==> config.mk <==
export PLATFORM = sky130hd
export DESIGN_NAME = bilinear_scale_ctrl
export DESIGN_NICKNAME = d
export VERILOG_FILES = /design/src/rtl/bilinear_pkg.sv /design/src/rtl/bilinear_align_dly.sv /design/src/rtl/bilinear_scale_ctrl.sv
export SDC_FILE = /design/constraint.sdc
export NUM_CORES = 1
export LEC_CHECK = 0
export ABC_AREA = 1
export BUFFER_PORTS_ARGS = -buffer_cell sky130_fd_sc_hd__buf_2
export CORE_MARGIN = 2
export CORE_UTILIZATION = 56
export DETAILED_ROUTE_END_ITERATION = 8
export PLACE_DENSITY = 0.78
export SETUP_SLACK_MARGIN = 0.4
export SKIP_CTS_REPAIR_TIMING = 1
export SLEW_MARGIN = 20
export SYNTH_ARGS = -nofsm -noshare
export SYNTH_HDL_FRONTEND = slang
export SYNTH_HIERARCHICAL = 1
export SYNTH_SLANG_ARGS = --single-unit
==> constraint.sdc <==
create_clock -name clk -period 5.4 [get_ports clk]
set_clock_uncertainty 0.2 [all_clocks]
set_input_delay 0.27 -clock clk [delete_from_list [all_inputs] [get_ports clk]]
set_output_delay 0.27 -clock clk [all_outputs]
set_load 0.01 [all_outputs]
==> src/rtl/bilinear_pkg.sv <==
// Shared types and constants for the bilinear scaler control path.
package bilinear_pkg;

   localparam int unsigned FRAC_BITS = 9;
   localparam int unsigned COEF_W    = 10;
   localparam logic [COEF_W-1:0] COEF_ONE = 10'd512;

   typedef enum logic [1:0] {
      IDLE,
      LINE_SETUP,
      RUN,
      FLUSH
   } state_e;

   // Per-pixel payload travelling alongside the RAM read latency
   typedef struct packed {
      logic [COEF_W-1:0] c1;
      logic [COEF_W-1:0] c2;
      logic [COEF_W-1:0] c3;
      logic [COEF_W-1:0] c4;
      logic              en;
      logic              eol;
      logic              last;
   } align_t;

endpackage

==> src/rtl/bilinear_align_dly.sv <==
// Delays the per-pixel payload by RD_LAT cycles so it meets the RAM read data.
// Coefficient fields only load on valid beats, so they hold while en is low.
module bilinear_align_dly
   import bilinear_pkg::*;
#(
   parameter int unsigned RD_LAT = 1
) (
   input  logic   clk,
   input  logic   rst_n,
   input  align_t d_i,
   output align_t q_o
);

   align_t stage_q  [RD_LAT];
   align_t stage_in [RD_LAT];

   // Input of each stage: the payload for stage 0, the previous stage otherwise
   always_comb begin
      stage_in[0] = d_i;
      for (int i = 1; i < int'(RD_LAT); i++) begin
         stage_in[i] = stage_q[i-1];
      end
   end

   // Shift strobes every cycle; coefficients advance only with a valid beat
   always_ff @(posedge clk or negedge rst_n) begin
      if (!rst_n) begin
         for (int i = 0; i < int'(RD_LAT); i++) begin
            stage_q[i] <= '0;
         end
      end else begin
         for (int i = 0; i < int'(RD_LAT); i++) begin
            stage_q[i].en   <= stage_in[i].en;
            stage_q[i].eol  <= stage_in[i].eol;
            stage_q[i].last <= stage_in[i].last;
            if (stage_in[i].en) begin
               stage_q[i].c1 <= stage_in[i].c1;
               stage_q[i].c2 <= stage_in[i].c2;
               stage_q[i].c3 <= stage_in[i].c3;
               stage_q[i].c4 <= stage_in[i].c4;
            end
         end
      end
   end

   assign q_o = stage_q[RD_LAT-1];

endmodule

==> src/rtl/bilinear_scale_ctrl.sv <==
// Frame sequencer for the bilinear datapath: raster scan of destination pixels,
// Q.9 source coordinate tracking, four neighbour addresses and aligned coefficients.
// Build option: BILINEAR_CTRL_EDGE_CLAMP_EN keeps all neighbours inside the source image.
module bilinear_scale_ctrl
   import bilinear_pkg::*;
#(
   parameter int unsigned DIM_W  = 11,
   parameter int unsigned ADDR_W = 21,
   parameter int unsigned RD_LAT = 1
) (
   input  logic              clk,
   input  logic              rst_n,
   input  logic              start,
   input  logic [DIM_W-1:0]  src_w,
   input  logic [DIM_W-1:0]  src_h,
   input  logic [DIM_W-1:0]  dst_w,
   input  logic [DIM_W-1:0]  dst_h,
   input  logic [15:0]       step_x,
   input  logic [15:0]       step_y,
   input  logic              hold,
   output logic              busy,
   output logic              done,
   output logic              rd_en,
   output logic [ADDR_W-1:0] addr_bx,
   output logic [ADDR_W-1:0] addr_bx1,
   output logic [ADDR_W-1:0] addr_by,
   output logic [ADDR_W-1:0] addr_by1,
   output logic [COEF_W-1:0] coefficient1,
   output logic [COEF_W-1:0] coefficient2,
   output logic [COEF_W-1:0] coefficient3,
   output logic [COEF_W-1:0] coefficient4,
   output logic              en_b,
   output logic              eol
);

   localparam int unsigned ACC_W = DIM_W + FRAC_BITS;
   localparam int unsigned SUM_W = ACC_W + 1;
   localparam int unsigned X_W   = DIM_W + 1;
   localparam int unsigned CNT_W = 3;

   state_e              state_q;
   logic [DIM_W-1:0]    src_w_q, dst_w_q, dst_h_q;
   logic [15:0]         step_x_q, step_y_q;
   logic [ACC_W-1:0]    sx_q, sy_q, sx_d, sy_d;
   logic [SUM_W-1:0]    sx_sum, sy_sum;
   logic [DIM_W-1:0]    col_q, row_q;
   logic [ADDR_W-1:0]   base0_q, base1_q;
   logic [FRAC_BITS-1:0] fy_q;
   logic [CNT_W-1:0]    flush_q;
   logic                busy_q, rd_en_q;
   logic [ADDR_W-1:0]   addr0_q, addr1_q, addr2_q, addr3_q;
   align_t              pre_q, dly_q;

   logic [X_W-1:0]       x0, x1, y0, y1;
   logic [FRAC_BITS-1:0] fx, fy;
   logic                 last_col, last_row;

`ifdef BILINEAR_CTRL_EDGE_CLAMP_EN
   logic [DIM_W-1:0] src_h_q;
`else
   logic unused_src_h;
   assign unused_src_h = ^src_h;
`endif

   // Saturating Q.9 accumulator updates
   always_comb begin
      sx_sum = SUM_W'(sx_q) + SUM_W'(step_x_q);
      sy_sum = SUM_W'(sy_q) + SUM_W'(step_y_q);
      sx_d   = sx_sum[ACC_W] ? '1 : sx_sum[ACC_W-1:0];
      sy_d   = sy_sum[ACC_W] ? '1 : sy_sum[ACC_W-1:0];
   end

   // Split source coordinates into neighbour indices and fractions
   always_comb begin
      x0 = X_W'(sx_q[ACC_W-1:FRAC_BITS]);
      fx = sx_q[FRAC_BITS-1:0];
      y0 = X_W'(sy_q[ACC_W-1:FRAC_BITS]);
      fy = sy_q[FRAC_BITS-1:0];
`ifdef BILINEAR_CTRL_EDGE_CLAMP_EN
      if (sx_q[ACC_W-1:FRAC_BITS] >= src_w_q - DIM_W'(1)) begin
         x0 = X_W'(src_w_q - DIM_W'(1));
         fx = '0;
      end
      if (sy_q[ACC_W-1:FRAC_BITS] >= src_h_q - DIM_W'(1)) begin
         y0 = X_W'(src_h_q - DIM_W'(1));
         fy = '0;
      end
      x1 = (fx == '0 && x0 == X_W'(src_w_q - DIM_W'(1))) ? x0 : x0 + X_W'(1);
      y1 = (fy == '0 && y0 == X_W'(src_h_q - DIM_W'(1))) ? y0 : y0 + X_W'(1);
`else
      x1 = x0 + X_W'(1);
      y1 = y0 + X_W'(1);
`endif
      last_col = (col_q == dst_w_q - DIM_W'(1));
      last_row = (row_q == dst_h_q - DIM_W'(1));
   end

   // Sequencer FSM with registered strobes, addresses and payload
   always_ff @(posedge clk or negedge rst_n) begin
      if (!rst_n) begin
         state_q  <= IDLE;
         src_w_q  <= '0;
         dst_w_q  <= '0;
         dst_h_q  <= '0;
         step_x_q <= '0;
         step_y_q <= '0;
         sx_q     <= '0;
         sy_q     <= '0;
         col_q    <= '0;
         row_q    <= '0;
         base0_q  <= '0;
         base1_q  <= '0;
         fy_q     <= '0;
         flush_q  <= '0;
         busy_q   <= 1'b0;
         rd_en_q  <= 1'b0;
         addr0_q  <= '0;
         addr1_q  <= '0;
         addr2_q  <= '0;
         addr3_q  <= '0;
         pre_q    <= '0;
`ifdef BILINEAR_CTRL_EDGE_CLAMP_EN
         src_h_q  <= '0;
`endif
      end else begin
         rd_en_q    <= 1'b0;
         pre_q.en   <= 1'b0;
         pre_q.eol  <= 1'b0;
         pre_q.last <= 1'b0;
         case (state_q)
            IDLE: begin
               if (start) begin
                  src_w_q  <= src_w;
                  dst_w_q  <= dst_w;
                  dst_h_q  <= dst_h;
                  step_x_q <= step_x;
                  step_y_q <= step_y;
`ifdef BILINEAR_CTRL_EDGE_CLAMP_EN
                  src_h_q  <= src_h;
`endif
                  sy_q     <= '0;
                  row_q    <= '0;
                  busy_q   <= 1'b1;
                  state_q  <= LINE_SETUP;
               end
            end
            LINE_SETUP: begin
               base0_q <= ADDR_W'(y0) * ADDR_W'(src_w_q);
               base1_q <= ADDR_W'(y1) * ADDR_W'(src_w_q);
               fy_q    <= fy;
               sx_q    <= '0;
               col_q   <= '0;
               state_q <= RUN;
            end
            RUN: begin
               if (!hold) begin
                  rd_en_q    <= 1'b1;
                  addr0_q    <= base0_q + ADDR_W'(x0);
                  addr1_q    <= base0_q + ADDR_W'(x1);
                  addr2_q    <= base1_q + ADDR_W'(x0);
                  addr3_q    <= base1_q + ADDR_W'(x1);
                  pre_q.c1   <= COEF_ONE - COEF_W'(fx);
                  pre_q.c2   <= COEF_W'(fx);
                  pre_q.c3   <= COEF_ONE - COEF_W'(fy_q);
                  pre_q.c4   <= COEF_W'(fy_q);
                  pre_q.en   <= 1'b1;
                  pre_q.eol  <= last_col;
                  pre_q.last <= last_col && last_row;
                  if (last_col) begin
                     if (last_row) begin
                        flush_q <= '0;
                        state_q <= FLUSH;
                     end else begin
                        sy_q    <= sy_d;
                        row_q   <= row_q + DIM_W'(1);
                        state_q <= LINE_SETUP;
                     end
                  end else begin
                     sx_q  <= sx_d;
                     col_q <= col_q + DIM_W'(1);
                  end
               end
            end
            FLUSH: begin
               if (flush_q == CNT_W'(RD_LAT)) begin
                  busy_q  <= 1'b0;
                  state_q <= IDLE;
               end else begin
                  flush_q <= flush_q + CNT_W'(1);
               end
            end
            default: state_q <= IDLE;
         endcase
      end
   end

   bilinear_align_dly #(
      .RD_LAT (RD_LAT)
   ) u_align_dly (
      .clk   (clk),
      .rst_n (rst_n),
      .d_i   (pre_q),
      .q_o   (dly_q)
   );

   assign busy         = busy_q;
   assign rd_en        = rd_en_q;
   assign addr_bx      = addr0_q;
   assign addr_bx1     = addr1_q;
   assign addr_by      = addr2_q;
   assign addr_by1     = addr3_q;
   assign coefficient1 = dly_q.c1;
   assign coefficient2 = dly_q.c2;
   assign coefficient3 = dly_q.c3;
   assign coefficient4 = dly_q.c4;
   assign en_b         = dly_q.en;
   assign eol          = dly_q.eol;
   assign done         = dly_q.last;

endmodule

Yosys cells after proc, flatten, opt, wreduce, memory -nomap -nowiden --
Cells that the tools add are included.
Storage, ports and cells: output and inout bits 129, input port bits 80, word-level logic and storage cells 115, register bits 351
Operators by class: equality and inequality tests 14, multiplexer cells 36, multiply operators 2, bitwise logic cells 1, reductions and logical operators 13, add/subtract/negate cells 15
Operator list (count):
- two-way mux 20 bit | 8
- case mux 20 bit (2 select lines) | 2
- two-way mux 11 bit | 6
- case mux 11 bit (2 select lines) | 2
- adder 20 x 16 -> 21 bit | 2
- adder 21 x 11 -> 21 bit | 2
- adder 21 x 12 -> 21 bit | 2
- adder 11 x 1 -> 12 bit, second input constant | 2
- adder 11 x 1 -> 11 bit, second input constant | 2
- == test 11 bit | 2
- subtractor 11 x 1 -> 11 bit, second input constant | 2
- multiplier 11 x 11 -> 21 bit | 1
- multiplier 12 x 11 -> 21 bit | 1
- subtractor 10 x 9 -> 10 bit, first input constant | 2
- two-way mux 3 bit | 6
- inequality test 2 bit, second input constant | 8
- two-way mux 2 bit | 5
- AND reduction 5 bit | 2
- case mux 2 bit (4 select lines) | 1
- nonzero test 2 bit | 4
- case mux 3 bit (2 select lines) | 1
- AND reduction 3 bit | 2
- == test 2 bit, second input constant | 2
- two-way mux 1 bit | 4
- 9 further kinds | 10

Logic depth before layout (Yosys ltp) --
Gate-level depths: netlist (run 1).
depth in word-level cells 6, depth in mapped cells 31, mapped depth without buffers 31

Cells and area by module --
The synthesis (run 1) kept the hierarchy.
By module, submodules not included:
- bilinear_scale_ctrl | cells each 3495, instances 1, area an instance 26471.6 um^2
- bilinear_align_dly | cells each 173, instances 1, area an instance 1680.4 um^2

Least setup slack after synthesis (run 1) --
OpenSTA, ideal clock, no wires.
kind register to register, from register sy_q[10], to register base1_q[16], arrival 5.463 ns, setup time 0.130 ns, stages on the path, launching flop included 27, path slack -0.393 ns, path through dfrtp_1 > ha_1 > nand2_1 > nor3_1 > inv_1 > o21ai_0 > nand2_1 > inv_1 > nand2_1 > fa_1 > fa_1 > inv_1 > fa_1 > fa_1 > inv_1 > fa_1 > inv_1 > ha_1 > a21oi_1 > inv_1 > a21oi_1 > inv_1 > a21oi_1 > o21ai_0 > or2_2 > nand3_1 > o21ai_0
On the way: cells in the longest elaborated chain, start to end 2
Ends and longest elaborated chain:
- start, declared | line bilinear_scale_ctrl.sv:44 | logic [ACC_W-1:0] sx_q, sy_q, sx_d, sy_d;
- start signal, assigned | line bilinear_scale_ctrl.sv:174 | sy_q <= sy_d;
- adder 11 x 1 -> 12 bit | line bilinear_scale_ctrl.sv:92 | y1 = y0 + X_W'(1);
- multiplier 12 x 11 -> 21 bit | line bilinear_scale_ctrl.sv:149 | base1_q <= ADDR_W'(y1) * ADDR_W'(src_w_q);
- end signal, assigned | line bilinear_scale_ctrl.sv:149
- end, declared | line bilinear_scale_ctrl.sv:47 | logic [ADDR_W-1:0] base0_q, base1_q;
Every way passes these cells. A chain may end at the register's enable or synchronous reset.

Worst setup path after layout (run 1) --
from register sy_q[9], to register base1_q[16]
Same word-level chain as after synthesis.

==> metrics.txt, run 1 <==
ratio of cells with drive above 1 in the final layout 0.1655; Slew @ Worst Pin approximately 1 ns; Seq cells post-synth 350; initial antenna violation count 0; Wirelength per Cell about 16 um; RSZ-0062 raised after global routing yes; Diodes inserted 0; first-pass GRT wire length between 100000 and 150000 um; sw frac 0.4351; status complete, but fails checks; Placer Congestion just under 1; Hold Fails Final Rpt 0; worst hold-check path type in -> async; Netlist Area Pre-Place roughly 28000 um^2; Post-synth top flop dfrtp_1; Port Buffers 197; Slew Limit Fails 0; Crit. End Element flop; Post-synth EDFFs 0; Synth async-reset ratio 1.000; Initial Utilization 0.5646; Yosys cell types 49; violated checks setup timing; CORE AREA 49860 um^2; combinational share of power 0.440; CTS tree built; Int Power 6.480 mW; Fmax 183.6 MHz; Synth-to-Final Area Change 17.84%; Util after Layout 0.6653; power per cell area about 350 nW/um^2; GRT Residual Overflow 0; H-tree Lvls 2; CP Max Fanout 7; crit share post-route 1.008; post-layout min period roughly 5.4 ns; drc violations 0; multi-input logic area 17530 um^2; sequential fraction of the synthesis area 0.3111; Post-Syn Area per Cell roughly 7.7 um^2; Initial DRT Pass Iterations 6; sequential cell area around 9000 um^2; maximum VDD drop about 260 uV; via count approximately 25k; TritonCTS buffer count 38; WP data arrival ~5.7 ns; power share of the clock group 0.218; Post-Route WL around 75000 um; Req. time, crit path about 5.6 ns; Sw Pwr roughly 5 mW; DIE WIDTH 228.2 um; Final #Nets between 4k and 5k; Synth warnings 6; hold_ws ~0.11 ns; Via density 5.320; Clock Path Buffers 3; Non-Filler Instances 4696; final setup margin -0.04564 ns; FP Rows 82; largest net degree at the start of global routing about 140; initial drt markers 2009; clk_lat worst skew between 0.5 and 0.6 ns; CTS Sinks 350; dpl cells around 4.6k; # IOs about 210; Pleak 18.02 nW; Setup-failing EPs final 5; share of power burned in registers 0.342; Die Area around 52000 um^2; Critical Path Start Type flop; gr usage total 0.2859; Rel. slew slack 0.3262; Layout fillers about 4.2k; DP HPWL between 50000 and 60000 um; final setup TNS -0.1845 ns; Max-Cap Viols 0; Final ANT Viol Nets 0; Syn Inst Count roughly 3.7k; vias in the first global route ~24k; Vert. Die Dim between 200 and 250 um; clk root buf clkbuf_16; critical path class reg -> reg; Clock Pin Slew Worst Setup and Hold Paths 0.06 ns
## worst max-delay path, stage by stage, from the launching register on
cell and delay, ns:
dfrtp_1 0.40, ha_2 0.21, nand2_2 0.07, nor3_4 0.21, xor2_2 0.12, buf_4 0.17
inv_4 0.10, nor2_2 0.05, fa_1 0.57, fa_1 0.45, fa_1 0.51, fa_1 0.49
inv_1 0.05, fa_1 0.49, inv_2 0.05, ha_4 0.24, a21oi_4 0.14, inv_2 0.07
a21oi_2 0.10, inv_1 0.06, a21oi_2 0.12, o21ai_1 0.09, or2_4 0.23, nand3_2 0.05
o21ai_1 0.06
## routing by layer
layer / track usage / wire length (um) / vias to the layer above
met5: 0 / 0 / -
met4: 0.09457 / 2597 / 0
met3: 0.04538 / 4639 / 164
met2: 0.4667 / 35090 / 812
met1: 0.3909 / 32830 / 11790
li1: - / - / 12220
## power groups by stage
stage	Combinational [mW]	Clock (mW)	Sequential [mW]
final	5.05	2.50	3.93
after CTS	4.91	2.55	3.90
after floorplan	3.45	0	3.82
after detailed placement	4.86	0	3.94
after global routing	5.64	2.66	3.99
after global placement	4.79	0	3.92
## path summary, 6_finish.rpt
| check | startpoint | endpoint | slack (ns) | depth (start not counted) |
|---|---|---|---|---|
| min reg2reg | pre_q[1] | u_align_dly/q_o[1] | 0.15 | 0 |
| max in group asynchronous | rst_n | src_w_q[7] | 3.52 | 3 |
| min | rst_n | u_align_dly/q_o[33] | 0.11 | 2 |
| max | sy_q[9] | base1_q[16] | -0.05 | 24 |
| min in group clk | pre_q[1] | u_align_dly/q_o[1] | 0.15 | 0 |
| max reg2reg | sy_q[9] | base1_q[16] | -0.05 | 24 |
## registers in the layout (all words and copies together), names as in the netlist, 11 cells and up
name,cells
base1_q,21
src_w_q,11
step_x_q,16
addr_bx,21
addr_bx1,21
addr_by,21
base0_q,21
addr_by1,21
row_q,11
step_y_q,16
dst_w_q,11
dst_h_q,11
u_align_dly/q_o,43
sx_q,20
col_q,11
pre_q,39
sy_q,20
## metrics by stage
step,setup slack (ns),area [um^2],power [mW]
final,-0.04564,33170,11.47
after CTS,-0.2048,31780,11.36
after global routing,-0.3077,33170,12.29
after detailed placement,-0.1692,30610,8.795
after global placement,-0.1015,30610,8.709
after floorplan,0.04139,28340,7.272
## cell type report
cell class                      count  share of cell area
Clock inverter                      9            0.002414
Multi-Input combinational cell   2670              0.5284
Sequential cell                   350              0.2641
Tap cell                          672             0.02535
Clock buffer                       51             0.03285
Inverter                          539             0.06152
Timing Repair Buffer              405             0.08539
## cell usage in the layout, fill, tap and decap left out, types with 124 or more instances in the layout
cell type  count
nand2_1     1047
inv_1        490
dfrtp_1      348
nor2_1       258
nand3_1      252
buf_2        196
ha_1         175
fa_1         169
o21ai_0      154
a21oi_1      131
buf_4        124
## cell usage after synthesis, types with 4 or more instances
cell type | n | area, um^2
a21boi_0 | 5 | 37.54
a21o_1 | 10 | 75.07
a21oi_1 | 156 | 780.8
a31oi_1 | 7 | 43.79
buf_1 | 7 | 26.28
buf_2 | 27 | 135.1
buf_4 | 4 | 30.03
buf_6 | 8 | 90.09
clkbuf_1 | 60 | 225.2
clkinv_1 | 5 | 18.77
dfrtp_1 | 350 | 8758
fa_1 | 173 | 3463
ha_1 | 197 | 2465
inv_1 | 527 | 1978
inv_2 | 6 | 22.52
mux2_2 | 35 | 394.1
nand2_1 | 1076 | 4039
nand2_2 | 15 | 93.84
nand3_1 | 257 | 1286
nand3b_1 | 7 | 52.55
nand4_1 | 25 | 156.4
nor2_1 | 272 | 1021
nor2_2 | 12 | 75.07
nor2_4 | 4 | 45.04
nor3_1 | 33 | 165.2
nor4_1 | 7 | 43.79
o211ai_1 | 4 | 30.03
o21a_1 | 5 | 37.54
o21ai_0 | 175 | 875.8
o21ai_2 | 20 | 175.2
o21bai_1 | 8 | 60.06
o31ai_1 | 14 | 105.1
or2_2 | 16 | 100.1
xnor2_1 | 47 | 411.6
xor2_1 | 70 | 613.1
## cell families (layout without fill, tap and decap cells)
family / count (synthesis) / count (layout) / share of synthesized area
AOI/OAI and AO/OA: 411 / 411 / 0.08067
xor gates and xnor gates: 117 / 117 / 0.03640
adders and majority gates: 370 / 370 / 0.2106
buffers and inverters: 649 / 1004 / 0.09231
DFF: 350 / 350 / 0.3111
muxes: 36 / 36 / 0.01436
other: 1 / 2 / 0.0001332
and+or+nand+nor: 1734 / 1734 / 0.2544
No activity file was read; power rests on OpenSTA's default activity.
==> run 2, diff against run 1 <==
Settings changed: CORE_UTILIZATION 56 to 35, PLACE_DENSITY 0.78 to unset.
==> metrics.txt, run 2 (same netlist as run 1, synthesis figures left out) <==
status complete, but fails checks; violated checks setup timing; Setup-failing EPs final 6; H-tree Lvls 2; largest net degree at the start of global routing about 180; CORE AREA approximately 80000 um^2; ratio of cells with drive above 1 in the final layout 0.1680; final setup margin -0.1559 ns; DP HPWL approximately 63000 um; power per cell area around 360 nW/um^2; critical path class reg -> reg; Placer Congestion slightly above 0.9; Via density between 4 and 5; Largest register FFs 43; gr usage total 0.1954; drc violations 0; clk_lat worst skew a little under 0.6 ns; Pleak around 18 nW; Slew Limit Fails 0; dpl cells 4963; GRT Residual Overflow 0; Crit. End Element flop; DIE WIDTH 287.6 um; Synth-to-Final Area Change 21.64%; Port Buffers approximately 200; TritonCTS buffer count 43; first-pass GRT wire length roughly 130000 um; CTS Sinks between 300 and 400; commonest non-fill, non-tap cell in the layout nand2_1; Util after Layout 0.4279; Pwr Total between 10 and 15 mW; RSZ-0062 raised after global routing yes; Clock Path Buffers 3; maximum VDD drop 213.8 uV; via count around 25k; Wirelength per Cell between 15 and 20 um; Fmax between 150 and 200 MHz; WP data arrival a little under 6 ns; most frequent cells in the layout nand2_1, inv_1, dfrtp_1; Hold Fails Final Rpt 0; Rel. slew slack 0.3103; Non-Filler Instances 5131; Req. time, crit path approximately 5.6 ns; clk root buf clkbuf_16; Max-Cap Viols 0; worst hold-check path type reg -> reg; placed cell areas 31270 um^2; Clock Pin Slew Worst Setup and Hold Paths 0.07 ns; final setup TNS -0.5742 ns; CTS tree built; Initial Utilization 0.3518; crit share post-route 1.029; vias in the first global route roughly 24k; FP Rows approximately 100; post-layout min period 5.556 ns; CP Max Fanout 4; Critical Path Start Type flop; post-route cell area between 30000 and 40000 um^2; Final ANT Viol Nets 0; Vert. Die Dim roughly 290 um; Diodes inserted 0; Initial DRT Pass Iterations 5; initial antenna violation count 1; Die Area between 80000 and 90000 um^2; Slew @ Worst Pin approximately 1.0 ns; Final #Nets 4486; initial drt markers around 1.5k; Post-Route WL between 80000 and 90000 um; # IOs approximately 210
run 2: routing by layer:
layer  up-vias  global-route usage  share of wire  routed length (um)
li1      12300                   -              -                   -
met5         -                   0              0                   0
met3       118             0.02242          0.044                3549
met4         0             0.05026          0.025                2029
met1     11610              0.2652           0.46               37480
met2       498              0.3303           0.47               38480
run 2: stage by stage:
| step | hold slack [ns] | setup slack (ns) |
|---|---|---|
| 2_1_floorplan | -0.2256 | 0.04139 |
| 3_3_place_gp | -0.01201 | -0.2103 |
| 3_5_place_dp | -0.01639 | -0.3111 |
| 4_1_cts | -0.6417 | -0.3416 |
| 5_1_grt | 0.1677 | -0.4506 |
| 6_report | 0.1706 | -0.1559 |
run 2: final cells by class:
cell class / instances / area (um^2)
inverter: 539 / 2038
timing repair buffer: 432 / 3069
fill: 8095 / 45780
clock inverter: 19 / 284.0
tap: 1060 / 1326
multi-input combinational: 2670 / 17470
clock buffer: 61 / 1296
sequential: 350 / 8765
run 2: path summary, 6_finish.rpt:
check	from	endpoint	slack, ns	cells past startpoint
worst max-delay path	sy_q[12]	base1_q[18]	-0.16	23
worst max register to register	sy_q[12]	base1_q[18]	-0.16	23
min in group asynchronous	rst_n	addr_by[0]	0.48	3
worst min-delay path	pre_q[0]	u_align_dly/q_o[0]	0.17	0
max in group asynchronous	rst_n	src_w_q[5]	3.21	4
worst min register to register	pre_q[0]	u_align_dly/q_o[0]	0.17	0
run 2: critical path, stage by stage (launching register included):
cell	delay (ns)
dfrtp_1	0.38
nand2_1	0.13
nor2_1	0.14
nand2_1	0.11
o21ai_0	0.21
nand2_2	0.10
inv_1	0.12
nand2_1	0.10
fa_1	0.54
inv_1	0.05
fa_1	0.59
fa_1	0.46
fa_1	0.57
inv_2	0.04
fa_1	0.51
inv_2	0.05
ha_4	0.23
a21oi_4	0.14
o21ai_1	0.09
a21oi_1	0.13
nand2_1	0.10
or2_2	0.29
nand3_2	0.07
o21ai_2	0.06
run 2: power breakdown:
part	internal [mW]	total [mW]	switching, mW
Sequential	3.28	3.91	0.635
Combinational	1.84	5.15	3.30
Clock	1.97	3.20	1.22
